$ cat src/rtl/wb_arbiter.sv
// Write-back arbiter: per-producer FIFOs merged round-robin onto one register-file write port.
// Define WB_SCOREBOARD_EN to add pend_mask, a bitmap of destination registers with writes outstanding.
module wb_arbiter #(
  parameter int unsigned CHANNELS = 3,
  parameter int unsigned DEPTH    = 4,
  parameter int unsigned WORD_W   = 32,
  parameter int unsigned REG_W    = 5
) (
  input  logic                       CLK,
  input  logic                       RST,
  input  logic [CHANNELS-1:0]        ch_valid,
  output logic [CHANNELS-1:0]        ch_ready,
  input  logic [CHANNELS*REG_W-1:0]  ch_regdst,
  input  logic [CHANNELS*WORD_W-1:0] ch_wdat,
  input  logic                       stall,
  input  logic                       flush,
  output logic                       WEN,
  output logic [REG_W-1:0]           wsel,
  output logic [WORD_W-1:0]          wdat,
  output logic                       busy
`ifdef WB_SCOREBOARD_EN
  ,
  output logic [2**REG_W-1:0]        pend_mask
`endif
);

  localparam int unsigned PTR_W = (DEPTH > 1) ? $clog2(DEPTH) : 1;
  localparam int unsigned CNT_W = PTR_W + 1;
  localparam int unsigned CH_W  = (CHANNELS > 1) ? $clog2(CHANNELS) : 1;

  logic [REG_W-1:0]  r_reg_mem [CHANNELS][DEPTH];
  logic [WORD_W-1:0] r_dat_mem [CHANNELS][DEPTH];
  logic [PTR_W-1:0]  r_wr_ptr  [CHANNELS];
  logic [PTR_W-1:0]  r_rd_ptr  [CHANNELS];
  logic [CNT_W-1:0]  r_count   [CHANNELS];
  logic [CH_W-1:0]   r_rr_ptr;

  logic [CHANNELS-1:0] w_nonempty;
  logic [CHANNELS-1:0] w_push;
  logic [CHANNELS-1:0] w_pop;
  logic [CH_W-1:0]     w_idx [CHANNELS];
  logic                w_grant_vld;
  logic [CH_W-1:0]     w_grant_idx;
  logic                w_deq;
  logic [REG_W-1:0]    w_head_reg;
  logic [WORD_W-1:0]   w_head_dat;

  // Ready depends on occupancy only; register-0 writes are acknowledged but never stored.
  always_comb begin
    w_nonempty = '0;
    ch_ready   = '0;
    w_push     = '0;
    for (int i = 0; i < int'(CHANNELS); i++) begin
      w_nonempty[i] = (r_count[i] != '0);
      ch_ready[i]   = (r_count[i] != CNT_W'(DEPTH));
      w_push[i]     = ch_valid[i] && ch_ready[i] && !flush &&
                      (ch_regdst[i*REG_W +: REG_W] != '0);
    end
  end

  assign busy = |w_nonempty;

  // Round-robin search from r_rr_ptr; scanning backwards lets the closest candidate win.
  always_comb begin
    w_grant_vld = 1'b0;
    w_grant_idx = '0;
    for (int k = 0; k < int'(CHANNELS); k++) begin
      w_idx[k] = CH_W'((int'(r_rr_ptr) + k) % int'(CHANNELS));
    end
    for (int k = int'(CHANNELS) - 1; k >= 0; k--) begin
      if (w_nonempty[w_idx[k]]) begin
        w_grant_vld = 1'b1;
        w_grant_idx = w_idx[k];
      end
    end
    w_deq      = w_grant_vld && !stall && !flush;
    w_head_reg = r_reg_mem[w_grant_idx][r_rd_ptr[w_grant_idx]];
    w_head_dat = r_dat_mem[w_grant_idx][r_rd_ptr[w_grant_idx]];
    w_pop      = '0;
    for (int i = 0; i < int'(CHANNELS); i++) begin
      w_pop[i] = w_deq && (w_grant_idx == CH_W'(i));
    end
  end

  // FIFO storage needs no reset: occupancy is governed by the counters.
  always_ff @(posedge CLK) begin
    for (int i = 0; i < int'(CHANNELS); i++) begin
      if (w_push[i]) begin
        r_reg_mem[i][r_wr_ptr[i]] <= ch_regdst[i*REG_W +: REG_W];
        r_dat_mem[i][r_wr_ptr[i]] <= ch_wdat[i*WORD_W +: WORD_W];
      end
    end
  end

  always_ff @(posedge CLK) begin
    if (RST) begin
      for (int i = 0; i < int'(CHANNELS); i++) begin
        r_wr_ptr[i] <= '0;
        r_rd_ptr[i] <= '0;
        r_count[i]  <= '0;
      end
      r_rr_ptr <= '0;
      WEN      <= 1'b0;
      wsel     <= '0;
      wdat     <= '0;
    end else if (flush) begin
      // Flush empties every queue but keeps the arbitration position.
      for (int i = 0; i < int'(CHANNELS); i++) begin
        r_wr_ptr[i] <= '0;
        r_rd_ptr[i] <= '0;
        r_count[i]  <= '0;
      end
      WEN <= 1'b0;
    end else begin
      for (int i = 0; i < int'(CHANNELS); i++) begin
        if (w_push[i]) r_wr_ptr[i] <= r_wr_ptr[i] + PTR_W'(1);
        if (w_pop[i])  r_rd_ptr[i] <= r_rd_ptr[i] + PTR_W'(1);
        unique case ({w_push[i], w_pop[i]})
          2'b10:   r_count[i] <= r_count[i] + CNT_W'(1);
          2'b01:   r_count[i] <= r_count[i] - CNT_W'(1);
          default: r_count[i] <= r_count[i];
        endcase
      end
      WEN <= w_deq;
      if (w_deq) begin
        wsel     <= w_head_reg;
        wdat     <= w_head_dat;
        r_rr_ptr <= CH_W'((int'(w_grant_idx) + 1) % int'(CHANNELS));
      end
    end
  end

`ifdef WB_SCOREBOARD_EN
  // Slot k of FIFO i is live when its distance from the read pointer is below the count.
  always_comb begin
    pend_mask = '0;
    if (WEN) pend_mask[wsel] = 1'b1;
    for (int i = 0; i < int'(CHANNELS); i++) begin
      for (int k = 0; k < int'(DEPTH); k++) begin
        if ({1'b0, PTR_W'(PTR_W'(k) - r_rd_ptr[i])} < r_count[i]) begin
          pend_mask[r_reg_mem[i][k]] = 1'b1;
        end
      end
    end
    pend_mask[0] = 1'b0;
  end
`endif

endmodule

$ cat config.mk
export PLATFORM = sky130hd
export DESIGN_NAME = wb_arbiter
export DESIGN_NICKNAME = d
export VERILOG_FILES = /design/src/rtl/wb_arbiter.sv
export SDC_FILE = /design/constraint.sdc
export NUM_CORES = 1
export LEC_CHECK = 0
export ABC_AREA = 1
export ABC_CLOCK_PERIOD_IN_PS = 3250
export BUFFER_PORTS_ARGS = -buffer_cell sky130_fd_sc_hd__buf_2
export CAP_MARGIN = 20
export CORE_ASPECT_RATIO = 0.5
export CORE_MARGIN = 2
export CORE_UTILIZATION = 55
export CTS_CLUSTER_DIAMETER = 40
export DETAILED_ROUTE_END_ITERATION = 7
export PLACE_DENSITY = 0.74
export SLEW_MARGIN = 20
export SYNTH_ARGS = -nofsm -noshare
export SYNTH_HDL_FRONTEND = slang
export SYNTH_SLANG_ARGS = --single-unit
export TNS_END_PERCENT = 5
$ cat constraint.sdc
create_clock -name CLK -period 3.25 [get_ports CLK]
set_input_delay 0.325 -clock CLK [delete_from_list [all_inputs] [get_ports CLK]]
set_output_delay 0.325 -clock CLK [all_outputs]
set_load 0.01 [all_outputs]
# == Word-level counts from Yosys, hierarchy flattened ==
# Memory sizes are Yosys's and may differ from the RTL's.
# Cells that the tools add are included.
# classes
n_mux,125
n_mul,0
order_cmp,10
shift,0
n_addsub,15
n_div,4
n_eq_ne,11
reduce_logical,32
bitwise_logic,29
# ops
op,n
$mux W128,3
$demux W32 S2,3
$mux W32,5
$mod A32 B3 Y32 const B,3
$mux W1,71
$bmux W32 S2,1
$mux W20,3
$mux W3,12
$mod A3 B3 Y32 const B,1
$demux W5 S2,3
$mux W2,15
$mux W5,5
$or A1 B1 Y1,24
$logic_and A1 B1 Y1,17
$reduce_bool A5 Y1,3
$add A2 B1 Y2 const B,6
$ge A3 B3 Y1 const B,4
$not A2 Y3,4
$bmux W5 S2,1
$add A3 B1 Y3 const B,3
$lt A2 B3 Y1 const B,3
$lt A3 B1 Y1 const B,3
$ne A3 B3 Y1 const B,3
$reduce_bool A3 Y1,3
12 further kinds,27
# totals
memories,5
in_bits,118
elab_cells,235
mem_bits_rw,465
ff_bits,40
out_inout_bits,42
latch_bits,0
mem_bits_ro,0
# memory_table
name,depth,word_bits,rd,rd_ports_with_merged_regs,write_ports,line_no,source
r_dat_mem,3,128,1,0,3,32,logic [WORD_W-1:0] r_dat_mem [CHANNELS][DEPTH];
r_reg_mem,3,20,1,0,3,31,logic [REG_W-1:0] r_reg_mem [CHANNELS][DEPTH];
r_count,3,3,3,0,3,35,logic [CNT_W-1:0] r_count [CHANNELS];
r_rd_ptr,3,2,4,0,3,34,logic [PTR_W-1:0] r_rd_ptr [CHANNELS];
r_wr_ptr,3,2,3,0,3,33,logic [PTR_W-1:0] r_wr_ptr [CHANNELS];

# == Longest topological paths before layout ==
# logic_depth
depth_word,18
depth_mapped,21
ltp_nobuf,20

# == Least setup slack after synthesis ==
# No wires, ideal clock.
# synth_path
path_type,register to register
start,memory r_count[2][0] (netlist bit)
end,memory r_dat_mem[2][0] (netlist bit) (enable)
t_arrival_ns,2.560
synth_period_minus_slack_ns,2.992
path_buffers,0
path_stages_with_launch,6
slack_ns,0.258
cell_sequence,edfxtp_1 > inv_1 > ha_1 > nand2_1 > nand4_1 > nor2_1
# synth_lines
item,line_no
"start, declared",35
"end, declared",32

# == Final worst setup path ==
# layout_path
start,register r_rr_ptr[0]
end,register wdat[13]
# layout_via
elab_chain_len,12
word_cells_on_any_way,26
classes_between,add/sub: 2; div: 3; mux: 15; bitwise: 1; reduce/logical: 3; memory: 2
# layout_rtl
item,line_no,source
"start, declared",36,logic [CH_W-1:0] r_rr_ptr;
"start signal, assigned",128,r_rr_ptr <= CH_W'((int'(w_grant_idx) + 1) % int'(CHANNELS));
$add A2 B2 Y3,68,w_idx[k] = CH_W'((int'(r_rr_ptr) + k) % int'(CHANNELS));
$mod A32 B3 Y32,68,
$bmux W1 S2,71,if (w_nonempty[w_idx[k]]) begin
$mux W1 (not written as such),71,
$mux W2 (3 in series),71,
$mem_v2 Z3 W2,n/a,
$not A2 Y3 (not written as such),78,w_head_dat = r_dat_mem[w_grant_idx][r_rd_ptr[w_grant_idx]];
$bmux W32 S2,78,
$mux W32 (not written as such) (2 in series),78,
"end signal, assigned",127,wdat <= w_head_dat;
"end, declared",19,"output logic [WORD_W-1:0] wdat,"
# Several ways; a longest one is shown, not always the timed one. The select of a mux whose other input is x is not followed.
# A chain may end at the register's enable or synchronous reset.

==> results.md <==
* Status: completed
* Post-layout net count at between 2000 and 2500
* CP Max Fanout at 42
* Clock sinks at 505
* Area grow syn2layout at 19.5%
* Unrepaired setup endpoints after global routing: true
* Vias in the first global route at approximately 15000
* WS Path Type: flop to flop
* DRT iter0 DRCs at 1687
* Headroom to the max-slew limit at 0.551
* Tot Pwr at approximately 20 mW
* Final hold violations at 0
* CTS tree: done
* Crit path from: r_rr_ptr[0]$_SDFFE_PP0P_
* RePlAce Congestion at around 0.87
* Clk slew on worst S/H paths at 0.07 ns
* R2R Path End: wdat[13]$_SDFFE_PP0P_
* Crit path required time at approximately 3.7 ns
* Slowest cell on crit path: buf_4
* R2R depth at 20
* CTS Buf Count at 45
* Maximum clock rate at roughly 330 MHz
* Post-route antenna net violation count at 0
* Detailed-router iteration count before antenna repair at 5
* Skew final at approximately 0.019 ns
* DIE AREA at between 40000 and 50000 um^2
* Setup violations, final at 0
* Initial antenna violation count at 2
* Final Cell Area at ~25000 um^2
* Starting density of the core at 0.563
* WP data arrival at 3.52 ns
* Syn_nets at between 2000 and 2500
* Final worst-path cycle share at 0.940
* CP peak stage delay at roughly 0.41 ns
* Final wirelength at around 56000 um
* Share of cells above drive strength 1 at 0.142
* DR vias at between 15000 and 20000
* Synthesized flop and latch total at around 510
* Mapped cell area at roughly 21000 um^2
* Io pins at between 150 and 200
* Cell Pwr Density at around 810 nW/um^2
* FF-to-FF Start: r_rr_ptr[0]$_SDFFE_PP0P_
* Number of H-tree levels at 2
* Setup crit start kind: flop
* Synthesis Warnings at 0
* First-pass GRT wire length at ~85000 um
* Leak Pwr at 10.4 nW
* Peak supply drop at between 0.0006 and 0.0007 V
* Worst-path cell chain: inv_1 -> ha_1 -> nor2_4 -> inv_2 -> a21oi_2 -> nand2_1 -> nand2_1 -> nand2_4 -> inv_4 -> buf_4 -> nand2_2 -> nand2_4 -> inv_2 -> nand2_4 -> buf_12 -> nand2_1 -> nand3_1 -> nand3_1 -> nand2_1 -> inv_1
* Total core area at between 30000 and 40000 um^2
* # rows at 50
* Synth Instances at ~2000
* Sequential share of the synthesized area at 0.694
* Hold depth at 1
* FF-to-FF setup slack at roughly 0.19 ns
* Post-DP HPWL at ~32000 um
* Max Root-Sink Buffers at 3
* Placement Cell Area at approximately 23000 um^2
* Post-synth cell types at 34
* Die Wd at 282 um
* Max-Cap Viols at 0
* DIE HEIGHT at between 100 and 150 um
* Crit path to: wdat[13]$_SDFFE_PP0P_
* Clock Latency Late Sink at 0.57 ns
* Most frequent CP cell: nand2_1
* Tightest Pin Transition at ~0.67 ns
* I/O Buffers at around 160
* Via density at roughly 5.4
* # DRC at 0
* Clk root buf: clkbuf_16
* Pins over their slew limit at 0
* Hold crit path type: input pin to flop
* Largest net degree at the start of global routing at 109
* Shortest period the worst path allows at around 3 ns
* Grt total ovfl at 0
* DR WL/cell at approximately 20 um
* CP Capture Type: flop
* GRT Util Overall at 0.283
* Setup repair bufs after CTS at 0
* Avg Inst Size Synth at ~11 um^2
-- placed cells by master, fill, tap and decap left out, types with 6 or more instances in the layout --
cell type      synthesis  final
a21oi_1               14     14
buf_12                 0     22
buf_2                 60    159
buf_4                 18     29
clkbuf_1              12      7
clkbuf_16              0     45
clkinv_1               0     10
clkinv_2               0      8
dfxtp_1               40     40
dlygate4sd3_1          0     99
edfxtp_1             465    465
ha_1                  22     22
inv_1                159    159
inv_2                  8      6
nand2_1              631    627
nand2_2                4      6
nand3_1              266    266
nand3_2                7      6
nor2_1               238    224
nor2_4                 2     15
o21ai_0               12     12
-- metrics by stage --
step / worst slack (ns) / instances / util / hold WS [ns] / TNS, ns
floorplan: 0.258 / 1992 / - / 0.424 / 0
global placement: 0.298 / 2628 / 0.609 / 0.486 / 0
detailed placement: 0.209 / 2628 / 0.609 / 0.497 / 0
CTS: 0.181 / 2810 / 0.672 / 0.000199 / 0
global route: -0.00719 / 2812 / 0.673 / 0.00581 / -0.0117
finish: 0.195 / 2812 / 0.673 / 0.0154 / 0
-- cells by family after synthesis --
| group | after synthesis | synth area share |
|---|---|---|
| AOI/OAI and AO/OA | 29 | 0.00735 |
| xor gates and xnor gates | 5 | 0.00206 |
| adders and majority gates | 24 | 0.0148 |
| buffers and inverters | 263 | 0.0541 |
| DFF | 505 | 0.694 |
| muxes | 1 | 0.000470 |
| and+or+nand+nor | 1165 | 0.227 |
-- area by class of cell --
type,instances,area [um^2]
Sequential cell,505,14800
Inverter,167,631
Antenna cell,2,5.00
Clock inverter,27,203
Tap cell,520,651
Clock buffer,56,1210
Multi-Input combinational cell,1224,5500
Fill cell,2719,12400
Timing Repair Buffer,311,2470
-- state kept, by name, indices dropped and copies added (netlist names) --
signal,count
WEN,1
r_count,9
r_dat_mem,384
r_rd_ptr,6
r_reg_mem,60
r_rr_ptr,2
r_wr_ptr,6
wdat,32
wsel,5
-- metal layers --
| layer | up-vias | GRT usage | routed length, um |
|---|---|---|---|
| met5 | - | 0 | 0 |
| met4 | 0 | 0.0980 | 1460 |
| met3 | 118 | 0.0450 | 5380 |
| met2 | 772 | 0.478 | 27400 |
| met1 | 7242 | 0.378 | 21900 |
| li1 | 7114 | - | - |
-- power breakdown --
part	leakage, nW	internal, mW	switching (mW)
Clock	0.691	2.82	2.37
Sequential	4.59	7.46	0.148
Combinational	5.13	2.51	5.16
-- synthesized netlist by cell type --
cell type	n	area, um^2
nand2_1	631	2370
edfxtp_1	465	14000
nand3_1	266	1330
nor2_1	238	893
inv_1	159	597
buf_2	60	300
dfxtp_1	40	801
ha_1	22	275
buf_4	18	135
a21oi_1	14	70.1
clkbuf_1	12	45.0
o21ai_0	12	60.1
inv_2	8	30.0
nand3_2	7	70.1
nand2_2	4	25.0
nor3_1	4	20.0
buf_1	3	11.3
buf_6	3	33.8
nor2_2	3	18.8
xor2_1	3	26.3
fa_1	2	40.0
nand2_4	2	22.5
nand4_1	2	12.5
nor2_4	2	22.5
nor3b_1	2	15.0
xnor2_1	2	17.5
a21oi_2	1	8.76
and3_1	1	6.26
mux2i_1	1	10.0
nand3b_1	1	7.51
nor2_8	1	20.0
nor4_1	1	6.26
o21ai_1	1	5.00
o31ai_2	1	12.5
-- timing repair --
item / in CTS / in global routing
setup endpoints to repair: 0 / 20
hold endpoints to repair: 386 / 0
hold buffers: 99 / 0
gates resized for setup: 0 / 4
-- worst min-delay path by stage --
stage                             startpoint                   endpoint
floorplan                         ch_wdat[0]  r_dat_mem[0][0]$_DFFE_PP_
global placement    r_rr_ptr[0]$_SDFFE_PP0P_   r_rr_ptr[0]$_SDFFE_PP0P_
detailed placement  r_rr_ptr[0]$_SDFFE_PP0P_   r_rr_ptr[0]$_SDFFE_PP0P_
CTS                             ch_regdst[2]  r_reg_mem[0][2]$_DFFE_PP_
global route                    ch_regdst[5]  r_reg_mem[1][5]$_DFFE_PP_
finish                          ch_regdst[5]  r_reg_mem[1][5]$_DFFE_PP_
-- worst max-delay path, delay by kind of cell (launching register included) --
family	cells	cell delay, ns
simple gates	11	1.14
fa+ha+maj	1	0.38
flops	1	0.34
buf+inv	7	0.90
compound gates	1	0.16
No activity file was read; power rests on OpenSTA's default activity.
